File: config.mk
export PLATFORM = sky130hd
export DESIGN_NAME = coin_credit_accumulator_flat
export DESIGN_NICKNAME = d
export VERILOG_FILES = /design/src/rtl/vm_pkg.sv /design/src/rtl/coin_credit_accumulator_if.sv /design/src/rtl/bcd_digit_addsub.sv /design/src/rtl/coin_credit_accumulator.sv /design/src/flat_wrapper.sv
export SDC_FILE = /design/constraint.sdc
export NUM_CORES = 1
export LEC_CHECK = 0
export ABC_AREA = 1
export BUFFER_PORTS_ARGS = -buffer_cell sky130_fd_sc_hd__buf_2
export CAP_MARGIN = 30
export CORE_MARGIN = 1
export CORE_UTILIZATION = 55
export DETAILED_ROUTE_END_ITERATION = 10
export GPL_TIMING_DRIVEN = 0
export PLACE_DENSITY = 0.77
export SETUP_SLACK_MARGIN = 0.15
export SYNTH_ARGS = -nofsm -noshare
export SYNTH_HDL_FRONTEND = slang
export SYNTH_HIERARCHICAL = 1
export SYNTH_SLANG_ARGS = --single-unit
File: constraint.sdc
create_clock -name clk -period 4.68 [get_ports clk]
set_input_delay 0.468 -clock clk [delete_from_list [all_inputs] [get_ports clk]]
set_output_delay 0.468 -clock clk [all_outputs]
set_load 0.02 [all_outputs]
File: src/rtl/vm_pkg.sv
// -----------------------------------------------------------------------------
// vm_pkg
// Shared definitions for the coin credit accumulator:
//   - coin code constants (3-bit codes as presented on coin_code)
//   - FSM state encoding used by the top level
//   - coin_value_bcd(): maps a coin code to its packed-BCD value
// -----------------------------------------------------------------------------
package vm_pkg;

  localparam logic [2:0] COIN_NONE = 3'd0;
  localparam logic [2:0] COIN_5    = 3'd1;
  localparam logic [2:0] COIN_10   = 3'd2;
  localparam logic [2:0] COIN_20   = 3'd3;
  localparam logic [2:0] COIN_50   = 3'd4;
  localparam logic [2:0] COIN_100  = 3'd5;
  localparam logic [2:0] COIN_200  = 3'd6;
  localparam logic [2:0] COIN_500  = 3'd7;

  typedef enum logic [1:0] {
    IDLE = 2'd0,
    ADD  = 2'd1,
    SUB  = 2'd2
  } state_t;

  // Packed-BCD value of a coin, sized for the widest credit (8 digits).
  // Digits at or above 'digits' are forced to zero so a narrow credit never
  // sees a nonzero digit beyond its top.
  function automatic logic [31:0] coin_value_bcd(input logic [2:0] code, input int digits);
    logic [31:0] v;
    case (code)
      COIN_5:   v = 32'h0000_0005;
      COIN_10:  v = 32'h0000_0010;
      COIN_20:  v = 32'h0000_0020;
      COIN_50:  v = 32'h0000_0050;
      COIN_100: v = 32'h0000_0100;
      COIN_200: v = 32'h0000_0200;
      COIN_500: v = 32'h0000_0500;
      default:  v = 32'h0000_0000;
    endcase
    for (int i = 0; i < 8; i++) begin
      if (i >= digits) v[4*i +: 4] = 4'h0;
    end
    return v;
  endfunction

endpackage

File: src/rtl/coin_credit_accumulator_if.sv
// -----------------------------------------------------------------------------
// coin_credit_accumulator_if
// Request/status bundle of the coin credit accumulator.
//   master : request source (drives *_valid, coin_code, price_bcd)
//   slave  : accumulator (drives ready, credit/refund values, status pulses)
// -----------------------------------------------------------------------------
interface coin_credit_accumulator_if #(
  parameter int DIGITS = 4
);
  logic                  ready;
  logic                  coin_valid;
  logic [2:0]            coin_code;
  logic                  vend_valid;
  logic [4*DIGITS-1:0]   price_bcd;
  logic                  refund_valid;
  logic [4*DIGITS-1:0]   credit_bcd;
  logic [4*DIGITS-1:0]   refund_bcd;
  logic                  coin_ok;
  logic                  coin_rej;
  logic                  vend_ok;
  logic                  vend_rej;
  logic                  refund_done;

  modport master (
    input  ready, credit_bcd, refund_bcd,
    input  coin_ok, coin_rej, vend_ok, vend_rej, refund_done,
    output coin_valid, coin_code, vend_valid, price_bcd, refund_valid
  );

  modport slave (
    output ready, credit_bcd, refund_bcd,
    output coin_ok, coin_rej, vend_ok, vend_rej, refund_done,
    input  coin_valid, coin_code, vend_valid, price_bcd, refund_valid
  );
endinterface

File: src/rtl/bcd_digit_addsub.sv
// -----------------------------------------------------------------------------
// bcd_digit_addsub
// Combinational single-digit BCD adder/subtractor.
//   a, b : BCD digits       sub : 1 = a - b - cin, 0 = a + b + cin
//   cin  : carry/borrow in  y   : result digit      cout : carry/borrow out
// -----------------------------------------------------------------------------
module bcd_digit_addsub (
  input  logic [3:0] a,
  input  logic [3:0] b,
  input  logic       sub,
  input  logic       cin,
  output logic [3:0] y,
  output logic       cout
);
  logic [4:0] raw;

  always_comb begin
    raw  = '0;
    y    = '0;
    cout = 1'b0;
    if (sub) begin
      // Negative binary difference means a borrow; subtracting 6 mod 16
      // is the same as adding 10 to bring the digit back into 0..9.
      raw  = {1'b0, a} - {1'b0, b} - {4'b0, cin};
      cout = raw[4];
      y    = raw[4] ? raw[3:0] - 4'd6 : raw[3:0];
    end else begin
      // Sums above 9 skip the six unused codes and carry out.
      raw  = {1'b0, a} + {1'b0, b} + {4'b0, cin};
      cout = (raw > 5'd9);
      y    = cout ? raw[3:0] + 4'd6 : raw[3:0];
    end
  end
endmodule

File: src/rtl/coin_credit_accumulator.sv
// -----------------------------------------------------------------------------
// coin_credit_accumulator
// Packed-BCD customer credit with coin add, checked vend subtract and refund.
// Add/subtract run one digit per clock through a shared bcd_digit_addsub.
//   clk     : system clock
//   clear_n : synchronous active-low reset
//   bus     : request/status bundle (slave side), see coin_credit_accumulator_if
// -----------------------------------------------------------------------------
module coin_credit_accumulator
  import vm_pkg::*;
#(
  parameter int DIGITS = 4
) (
  input  logic                        clk,
  input  logic                        clear_n,
  coin_credit_accumulator_if.slave    bus
);
  localparam int W = 4 * DIGITS;

  state_t         state, state_nx;
  logic [W-1:0]   credit, refund, work, work_nx, operand;
  logic [3:0]     idx;
  logic           carry, bad, last;
  logic [3:0]     dig_a, dig_b, dig_y;
  logic           dig_cout;
  logic           coin_ok, coin_rej, vend_ok, vend_rej, refund_done;
  logic           coin_req;

  function automatic logic price_has_bad(input logic [W-1:0] p);
    logic any;
    any = 1'b0;
    for (int i = 0; i < DIGITS; i++) begin
      if (p[4*i +: 4] > 4'd9) any = 1'b1;
    end
    return any;
  endfunction

  assign coin_req = bus.coin_valid && (bus.coin_code != COIN_NONE);
  assign last     = (idx == 4'(DIGITS - 1));

  // Select the digit pair currently being processed.
  always_comb begin
    dig_a = '0;
    dig_b = '0;
    for (int i = 0; i < DIGITS; i++) begin
      if (idx == 4'(i)) begin
        dig_a = work[4*i +: 4];
        dig_b = operand[4*i +: 4];
      end
    end
  end

  bcd_digit_addsub u_digit (
    .a    (dig_a),
    .b    (dig_b),
    .sub  (state == SUB),
    .cin  (carry),
    .y    (dig_y),
    .cout (dig_cout)
  );

  // Working value with the current digit replaced; used for the final commit
  // so the last digit lands in credit on the same edge it is computed.
  always_comb begin
    work_nx = work;
    for (int i = 0; i < DIGITS; i++) begin
      if (idx == 4'(i)) work_nx[4*i +: 4] = dig_y;
    end
  end

  always_ff @(posedge clk) begin
    if (!clear_n) state <= IDLE;
    else          state <= state_nx;
  end

  always_comb begin
    state_nx = state;
    case (state)
      IDLE: begin
        if (bus.refund_valid)    state_nx = IDLE;
        else if (bus.vend_valid) state_nx = SUB;
        else if (coin_req)       state_nx = ADD;
      end
      ADD, SUB: if (last) state_nx = IDLE;
      default:  state_nx = IDLE;
    endcase
  end

  always_ff @(posedge clk) begin
    if (!clear_n) begin
      credit      <= '0;
      refund      <= '0;
      idx         <= '0;
      carry       <= 1'b0;
      bad         <= 1'b0;
      coin_ok     <= 1'b0;
      coin_rej    <= 1'b0;
      vend_ok     <= 1'b0;
      vend_rej    <= 1'b0;
      refund_done <= 1'b0;
    end else begin
      coin_ok     <= 1'b0;
      coin_rej    <= 1'b0;
      vend_ok     <= 1'b0;
      vend_rej    <= 1'b0;
      refund_done <= 1'b0;
      case (state)
        IDLE: begin
          if (bus.refund_valid) begin
            refund      <= credit;
            credit      <= '0;
            refund_done <= 1'b1;
          end else if (bus.vend_valid) begin
            operand <= bus.price_bcd;
            work    <= credit;
            idx     <= '0;
            carry   <= 1'b0;
            bad     <= price_has_bad(bus.price_bcd);
          end else if (coin_req) begin
            operand <= W'(coin_value_bcd(bus.coin_code, DIGITS));
            work    <= credit;
            idx     <= '0;
            carry   <= 1'b0;
            bad     <= 1'b0;
          end
        end
        ADD, SUB: begin
          work  <= work_nx;
          carry <= dig_cout;
          idx   <= idx + 4'd1;
          if (last) begin
            if (state == ADD) begin
              if (!dig_cout) begin
                credit  <= work_nx;
                coin_ok <= 1'b1;
              end else begin
                coin_rej <= 1'b1;
              end
            end else begin
              if (!dig_cout && !bad) begin
                credit  <= work_nx;
                vend_ok <= 1'b1;
              end else begin
                vend_rej <= 1'b1;
              end
            end
          end
        end
        default: ;
      endcase
    end
  end

  assign bus.ready       = (state == IDLE) && clear_n;
  assign bus.credit_bcd  = credit;
  assign bus.refund_bcd  = refund;
  assign bus.coin_ok     = coin_ok;
  assign bus.coin_rej    = coin_rej;
  assign bus.vend_ok     = vend_ok;
  assign bus.vend_rej    = vend_rej;
  assign bus.refund_done = refund_done;
endmodule

File: src/flat_wrapper.sv
// flat-port wrapper written by rule: the top's interface ports become plain ports
module coin_credit_accumulator_flat import vm_pkg::*;
#(
  parameter int DIGITS = 4
)
  (clk, clear_n, bus_ready, bus_credit_bcd, bus_refund_bcd, bus_coin_ok, bus_coin_rej, bus_vend_ok, bus_vend_rej, bus_refund_done, bus_coin_valid, bus_coin_code, bus_vend_valid, bus_price_bcd, bus_refund_valid);
  coin_credit_accumulator_if #(.DIGITS(DIGITS)) bus_i ();
  input  logic clk;
  input  logic clear_n;
  output wire logic [$bits(bus_i.ready)-1:0] bus_ready;
  output wire logic [$bits(bus_i.credit_bcd)-1:0] bus_credit_bcd;
  output wire logic [$bits(bus_i.refund_bcd)-1:0] bus_refund_bcd;
  output wire logic [$bits(bus_i.coin_ok)-1:0] bus_coin_ok;
  output wire logic [$bits(bus_i.coin_rej)-1:0] bus_coin_rej;
  output wire logic [$bits(bus_i.vend_ok)-1:0] bus_vend_ok;
  output wire logic [$bits(bus_i.vend_rej)-1:0] bus_vend_rej;
  output wire logic [$bits(bus_i.refund_done)-1:0] bus_refund_done;
  input wire logic [$bits(bus_i.coin_valid)-1:0] bus_coin_valid;
  input wire logic [$bits(bus_i.coin_code)-1:0] bus_coin_code;
  input wire logic [$bits(bus_i.vend_valid)-1:0] bus_vend_valid;
  input wire logic [$bits(bus_i.price_bcd)-1:0] bus_price_bcd;
  input wire logic [$bits(bus_i.refund_valid)-1:0] bus_refund_valid;
  assign bus_ready = bus_i.ready;
  assign bus_credit_bcd = bus_i.credit_bcd;
  assign bus_refund_bcd = bus_i.refund_bcd;
  assign bus_coin_ok = bus_i.coin_ok;
  assign bus_coin_rej = bus_i.coin_rej;
  assign bus_vend_ok = bus_i.vend_ok;
  assign bus_vend_rej = bus_i.vend_rej;
  assign bus_refund_done = bus_i.refund_done;
  assign bus_i.coin_valid = bus_coin_valid;
  assign bus_i.coin_code = bus_coin_code;
  assign bus_i.vend_valid = bus_vend_valid;
  assign bus_i.price_bcd = bus_price_bcd;
  assign bus_i.refund_valid = bus_refund_valid;
  coin_credit_accumulator #(.DIGITS(DIGITS)) u_core (.clk(clk), .clear_n(clear_n), .bus(bus_i));
endmodule
Yosys cells after proc, flatten, opt, wreduce, memory -nomap -nowiden:

Index checks and enable logic that the tools add are counted.

* equal/unequal tests: 19
* muxes and demuxes: 52
* magnitude comparators: 5
* reductions and logical operators: 21
* add/sub/neg operators: 7
* bitwise operators: 4

Operators with widths (count)
* two-way mux 16 bit: 10
* case mux 11 bit (7 select lines): 1
* two-way mux 4 bit: 18
* case mux 16 bit (2 select lines): 2
* > comparator 4 bit, second input constant: 4
* two-way mux 1 bit: 14
* == test 3 bit, second input constant: 4
* AND reduction 4 bit: 3
* == test 4 x 2 -> 1 bit, second input constant: 2
* two-way mux 2 bit: 4
* case mux 4 bit (2 select lines): 1
* == test 3 x 2 -> 1 bit, second input constant: 2
* AND reduction 2 bit: 3
* AND reduction 3 bit: 2
* adder 4 x 4 -> 5 bit: 1
* adder 5 x 1 -> 5 bit: 1
* > comparator 5 x 4 -> 1 bit, second input constant: 1
* AND reduction 5 bit: 1
* subtractor 4 x 4 -> 5 bit: 1
* subtractor 5 x 1 -> 5 bit: 1
* adder 4 x 1 -> 4 bit, second input constant: 1
* adder 4 x 3 -> 4 bit, second input constant: 1
* == test 4 x 1 -> 1 bit, second input constant: 1
* logical NOT 4 bit: 1
* other kinds (20): 28

* bits in registers: 77
* word-level logic and storage cells: 121

Logic depth before layout (Yosys ltp):

* depth after elaboration: 15
* gate-level depth with buffers: 30
* gate-level depth less buffers: 28

Cells and area by module:

Netlist, hierarchy kept.

Modules (own cells, without submodules)
* coin_credit_accumulator: sequential area each 1861.8 µm², area an instance 3732.3 µm², cells each 491, instances 1
* bcd_digit_addsub: sequential area each 0.0 µm², area an instance 621.8 µm², cells each 110, instances 1

Worst setup path before layout:

OpenSTA, ideal clock, no wires.

* path kind: register -> register
* start point: register u_core.idx[1]
* end point: register u_core.credit[0], in the netlist u_core/bus.credit_bcd[0]
* arrival: 3.802 ns
* cell stages (with the launch flop): 31
* period minus slack after synthesis: 3.915 ns
* required time: 4.567 ns
* path buffers: 3
* setup slack: 0.765 ns
* cell sequence: dfxtp_1 -> inv_1 -> ha_1 -> nand2_1 -> inv_1 -> buf_4 -> nand2_1 -> nand3_1 -> nand3_1 -> nand2_1 -> fa_1 -> fa_1 -> inv_1 -> nand2_1 -> nand2_2 -> ha_1 -> inv_1 -> nor2_1 -> a21oi_2 -> nand2_1 -> nand2_2 -> nand2_1 -> o21ai_0 -> inv_1 -> nand2_1 -> nand2_2 -> nand4_2 -> buf_6 -> buf_6 -> nor2_1 -> nor2_1

* elaborated cells on any way between the ends: 35

RTL lines
* start: declaration: line coin_credit_accumulator.sv:22 `logic [3:0] idx;`
* start signal: assignment: line coin_credit_accumulator.sv:130 `idx <= idx + 4'd1;`
* logical NOT 4 bit: line coin_credit_accumulator.sv:46 `if (idx == 4'(i)) begin`
* two-way mux 4 bit (3 in a row): line coin_credit_accumulator.sv:46
* two-way mux 4 bit (*): line coin_credit_accumulator.sv:46
* net u_core.dig_a[0]: line coin_credit_accumulator.sv:24 `logic [3:0] dig_a, dig_b, dig_y;`
* adder 4 x 4 -> 5 bit: line bcd_digit_addsub.sv:29 `raw = {1'b0, a} + {1'b0, b} + {4'b0, cin};`
* adder 5 x 1 -> 5 bit: line bcd_digit_addsub.sv:29
* > comparator 5 x 4 -> 1 bit: line bcd_digit_addsub.sv:30 `cout = (raw > 5'd9);`
* two-way mux 1 bit (*): line bcd_digit_addsub.sv:21 `if (sub) begin`
* net u_core.dig_cout: line coin_credit_accumulator.sv:25 `logic dig_cout;`
* logical NOT 1 bit
* logical AND 1 bit: line coin_credit_accumulator.sv:140 `if (!dig_cout && !bad) begin`
* inequality test 3 x 1 -> 1 bit (no line)
* AND reduction 5 bit (no line) (*)
* end signal: assignment: line coin_credit_accumulator.sv:134 `credit <= work_nx;`
* end signal: assignment: line coin_credit_accumulator.sv:141 `credit <= work_nx;`
* end: declaration: line coin_credit_accumulator.sv:21 `logic [W-1:0] credit, refund, work, work_nx, operand;`

Mark *: on every way through the listed nets, which the timed path passes. The rest lies on a longest branch. The select of a mux whose other input is x is not followed.
A chain may end at the register's enable or synchronous reset.

Worst setup path in the final report:

* start point: register u_core.idx[3]
* end point: register u_core.credit[12], in the netlist u_core/bus.credit_bcd[12]

Same word-level chain as after synthesis.

==> results.sh <==
export IMPL_cts_sinks=77
export IMPL_grt_ovfl_total=0
export IMPL_vias_per_cell=5.304
export IMPL_yosysSeqAreaShare=0.4276
export IMPL_synth_cell_types=32
export IMPL_cts_tree="done"
export IMPL_fin_skew_ns=0.01660
export IMPL_most_common_layout_cells="nand2_1 (171), inv_1 (79), nor2_1 (76), buf_2 (64), nand3_1 (49)"
export IMPL_first_global_vias=3926
export IMPL_rows=32
export IMPL_layout_min_cycle_time_ns=4.280
export IMPL_postSynthAreaPerCell_sq_um=7.245
export IMPL_coreArea_sq_um=7687
export IMPL_outcome="finished, final reports clean"
export IMPL_drv_slew=0
export IMPL_synth_area_sq_um=4354
export IMPL_syn_num_nets=648
export IMPL_die_h_um=90.98
export IMPL_p_sw_mw=1.670
export IMPL_setup_violations=0
export IMPL_fillers=681
export IMPL_p_total_mw=3.447
export IMPL_wl_um=10730
export IMPL_dpl_hpwl_um=8085
export IMPL_drt_iter0_markers=409
export IMPL_vias=4169
export IMPL_ir_drop_v=0.0002805
export IMPL_worstSetupEndpointType="flop"
export IMPL_synth_edf_count=32
export IMPL_gp_congestion=0.9138
export IMPL_nets=726
export IMPL_cap_violations=0
export IMPL_finalCoreUtilization=0.6597
export IMPL_timing_rr_start="u_core/idx[3]$_SDFFE_PN0P_"
export IMPL_hold_violations=0
export IMPL_crit_start="u_core/idx[3]$_SDFFE_PN0P_"
export IMPL_cp_max_fo=10
export IMPL_grt_max_degree=15
export IMPL_final_common_cell="nand2_1"
export IMPL_hold_start="bus_refund_valid"
export IMPL_die_area_sq_um=8276
export IMPL_async_flop_share=0
export IMPL_drc=0
export IMPL_critPathLaunchType="flop"
export IMPL_cts_reportedPaths_clkPinSlew_ns=0.09
export IMPL_period_share=0.9146
export IMPL_antenna_found_initial=0
export IMPL_pwr_share_seq=0.271
export IMPL_rsz0062_at_grt="false"
export IMPL_antenna_cells=0
export IMPL_ant_nets=0
export IMPL_p_leak_nw=2.552
export IMPL_fmax_mhz=233.6
export IMPL_root_buffer="clkbuf_8"
export IMPL_tightestPinTransition_ns=0.6167
export IMPL_worstPathRequired_ns=4.94
export IMPL_switching_share=0.4845
export IMPL_pwr_share_comb=0.578
export IMPL_num_io_pins=62
export IMPL_area_delta_synth_final_pct=16.47
export IMPL_min_path_type="input pin to flop"
export IMPL_tns_ns=0
export IMPL_dr_pass1_iters=8
export IMPL_cpMostUsedCell="nand2_2"
export IMPL_clkPwrFrac=0.151
export IMPL_synth_seq_cells=77
export IMPL_cts_buffers=9
export IMPL_track_usage=0.2716
export IMPL_cts_max_level=3
export IMPL_syn_inst=601
export IMPL_wl_per_cell_um=13.65
export IMPL_initial_core_util=0.5664
export IMPL_dieWidth_um=90.98
export IMPL_slew_headroom=0.5845
export IMPL_layout_drive_gt1_share=0.1711
export IMPL_portBuffers=61
export IMPL_power_density_nw_per_um2=679.8
export IMPL_clk_latency_ns=0.36
export IMPL_grt_pass1_wl_um=17700
export IMPL_cts_buffer_depth=2
export IMPL_critPathSlowestCell="fa_2"
export IMPL_ys_flop_type="dfxtp_1"
export IMPL_critPathMaxStageDelay_ns=0.42
export IMPL_p_int_mw=1.777
export IMPL_arrival_ns=4.54
export IMPL_critical_path_class="flop to flop"
export IMPL_synth_warnings=6
-- critical path: cells and delay by family, from the launching register on --
family,cells,cell delay (ns)
AO/OA/AOI/OAI,2,0.13
adder cells (fa/ha/maj),3,0.99
buffers and inverters,6,0.86
flip-flops,1,0.37
AND/OR/NAND/NOR,15,1.83
-- path summary, 6_finish.rpt --
check | cells past startpoint | endpoint | slack [ns]
worst max-delay path | 26 | u_core/bus.credit_bcd[12]$_SDFFE_PN0P_ | 0.40
worst min-delay path | 3 | u_core/bus.refund_done$_SDFF_PN0_ | 0.37
worst max register to register | 26 | u_core/bus.credit_bcd[12]$_SDFFE_PN0P_ | 0.40
worst min register to register | 2 | u_core/bad$_SDFFE_PN0P_ | 0.47
-- cell type report --
| type | instances | area (sq um) | area share |
|---|---|---|---|
| multi-input cells | 425 | 2122 | 0.4185 |
| flip-flops and latches | 77 | 1867 | 0.3681 |
| repair buffers | 67 | 350.3 | 0.06908 |
| inverters | 80 | 300.3 | 0.05922 |
| clock buffers | 12 | 166.4 | 0.03282 |
| well taps | 102 | 127.6 | 0.02517 |
| plain buffers | 19 | 105.1 | 0.02073 |
| clock inverters | 4 | 32.53 | 0.006415 |
-- registers in the layout, summed over array words and instances (netlist names), 2 cells and up --
signal / count
u_core/bus.credit_bcd: 16
u_core/work: 16
u_core/idx: 4
u_core/bus.refund_bcd: 16
u_core/state: 2
u_core/operand: 16
-- cells by family after synthesis --
| group | synth area share |
|---|---|
| flip-flops | 0.4276 |
| buffers and inverters | 0.09166 |
| XOR/XNOR | 0.002012 |
| adder cells (fa/ha/maj) | 0.07299 |
| AND/OR/NAND/NOR | 0.3089 |
| AO/OA/AOI/OAI | 0.09684 |
-- what timing repair did --
action	4_1_cts	5_1_grt
hold endpoints to repair	0	0
hold buffers	0	0
pin swaps	0	3
buffers inserted	0	4
gates resized for setup	4	11
setup endpoints to repair	13	16
-- per-stage QoR --
step | setup slack, ns | instances | hold slack [ns] | instance area (sq um)
2_1_floorplan | 0.7653 | 601 | 0.4435 | 4354
4_1_cts | 0.1828 | 782 | 0.3648 | 5006
5_1_grt | 0.1379 | 786 | 0.3807 | 5071
3_5_place_dp | -0.03141 | 766 | 0.4626 | 4802
6_report | 0.3997 | 786 | 0.3702 | 5071
3_3_place_gp | 0.1012 | 764 | 0.4539 | 4787
-- layer usage --
layer / vias up / share of wire / track usage
li1: 2072 / - / -
met1: 1893 / 0.44 / 0.3566
met2: 173 / 0.45 / 0.4413
met3: 31 / 0.075 / 0.04606
met4: 0 / 0.029 / 0.1190
met5: - / 0 / 0
-- Yosys cell counts (all sizes together), types with 7 or more instances --
library cell	number	area, sq um
a21oi	24	123.9
buf	10	65.06
clkbuf	9	33.78
dfxtp	45	900.9
edfxtp	32	960.9
ha	19	237.7
inv	80	300.3
nand2	182	703.2
nand3	49	245.2
nor2	80	312.8
o21ai	37	185.2
o22ai	9	56.30
or2	7	43.79
-- power groups by stage --
stage	logic, mW	registers, mW	clock network (mW)
global placement	1.85	0.945	0
global route	2.27	0.951	0.548
floorplan	1.34	1.04	0
detailed placement	1.91	0.948	0
finish	1.99	0.935	0.519
CTS	1.93	0.934	0.519
Power figures use the tool's default switching activity.
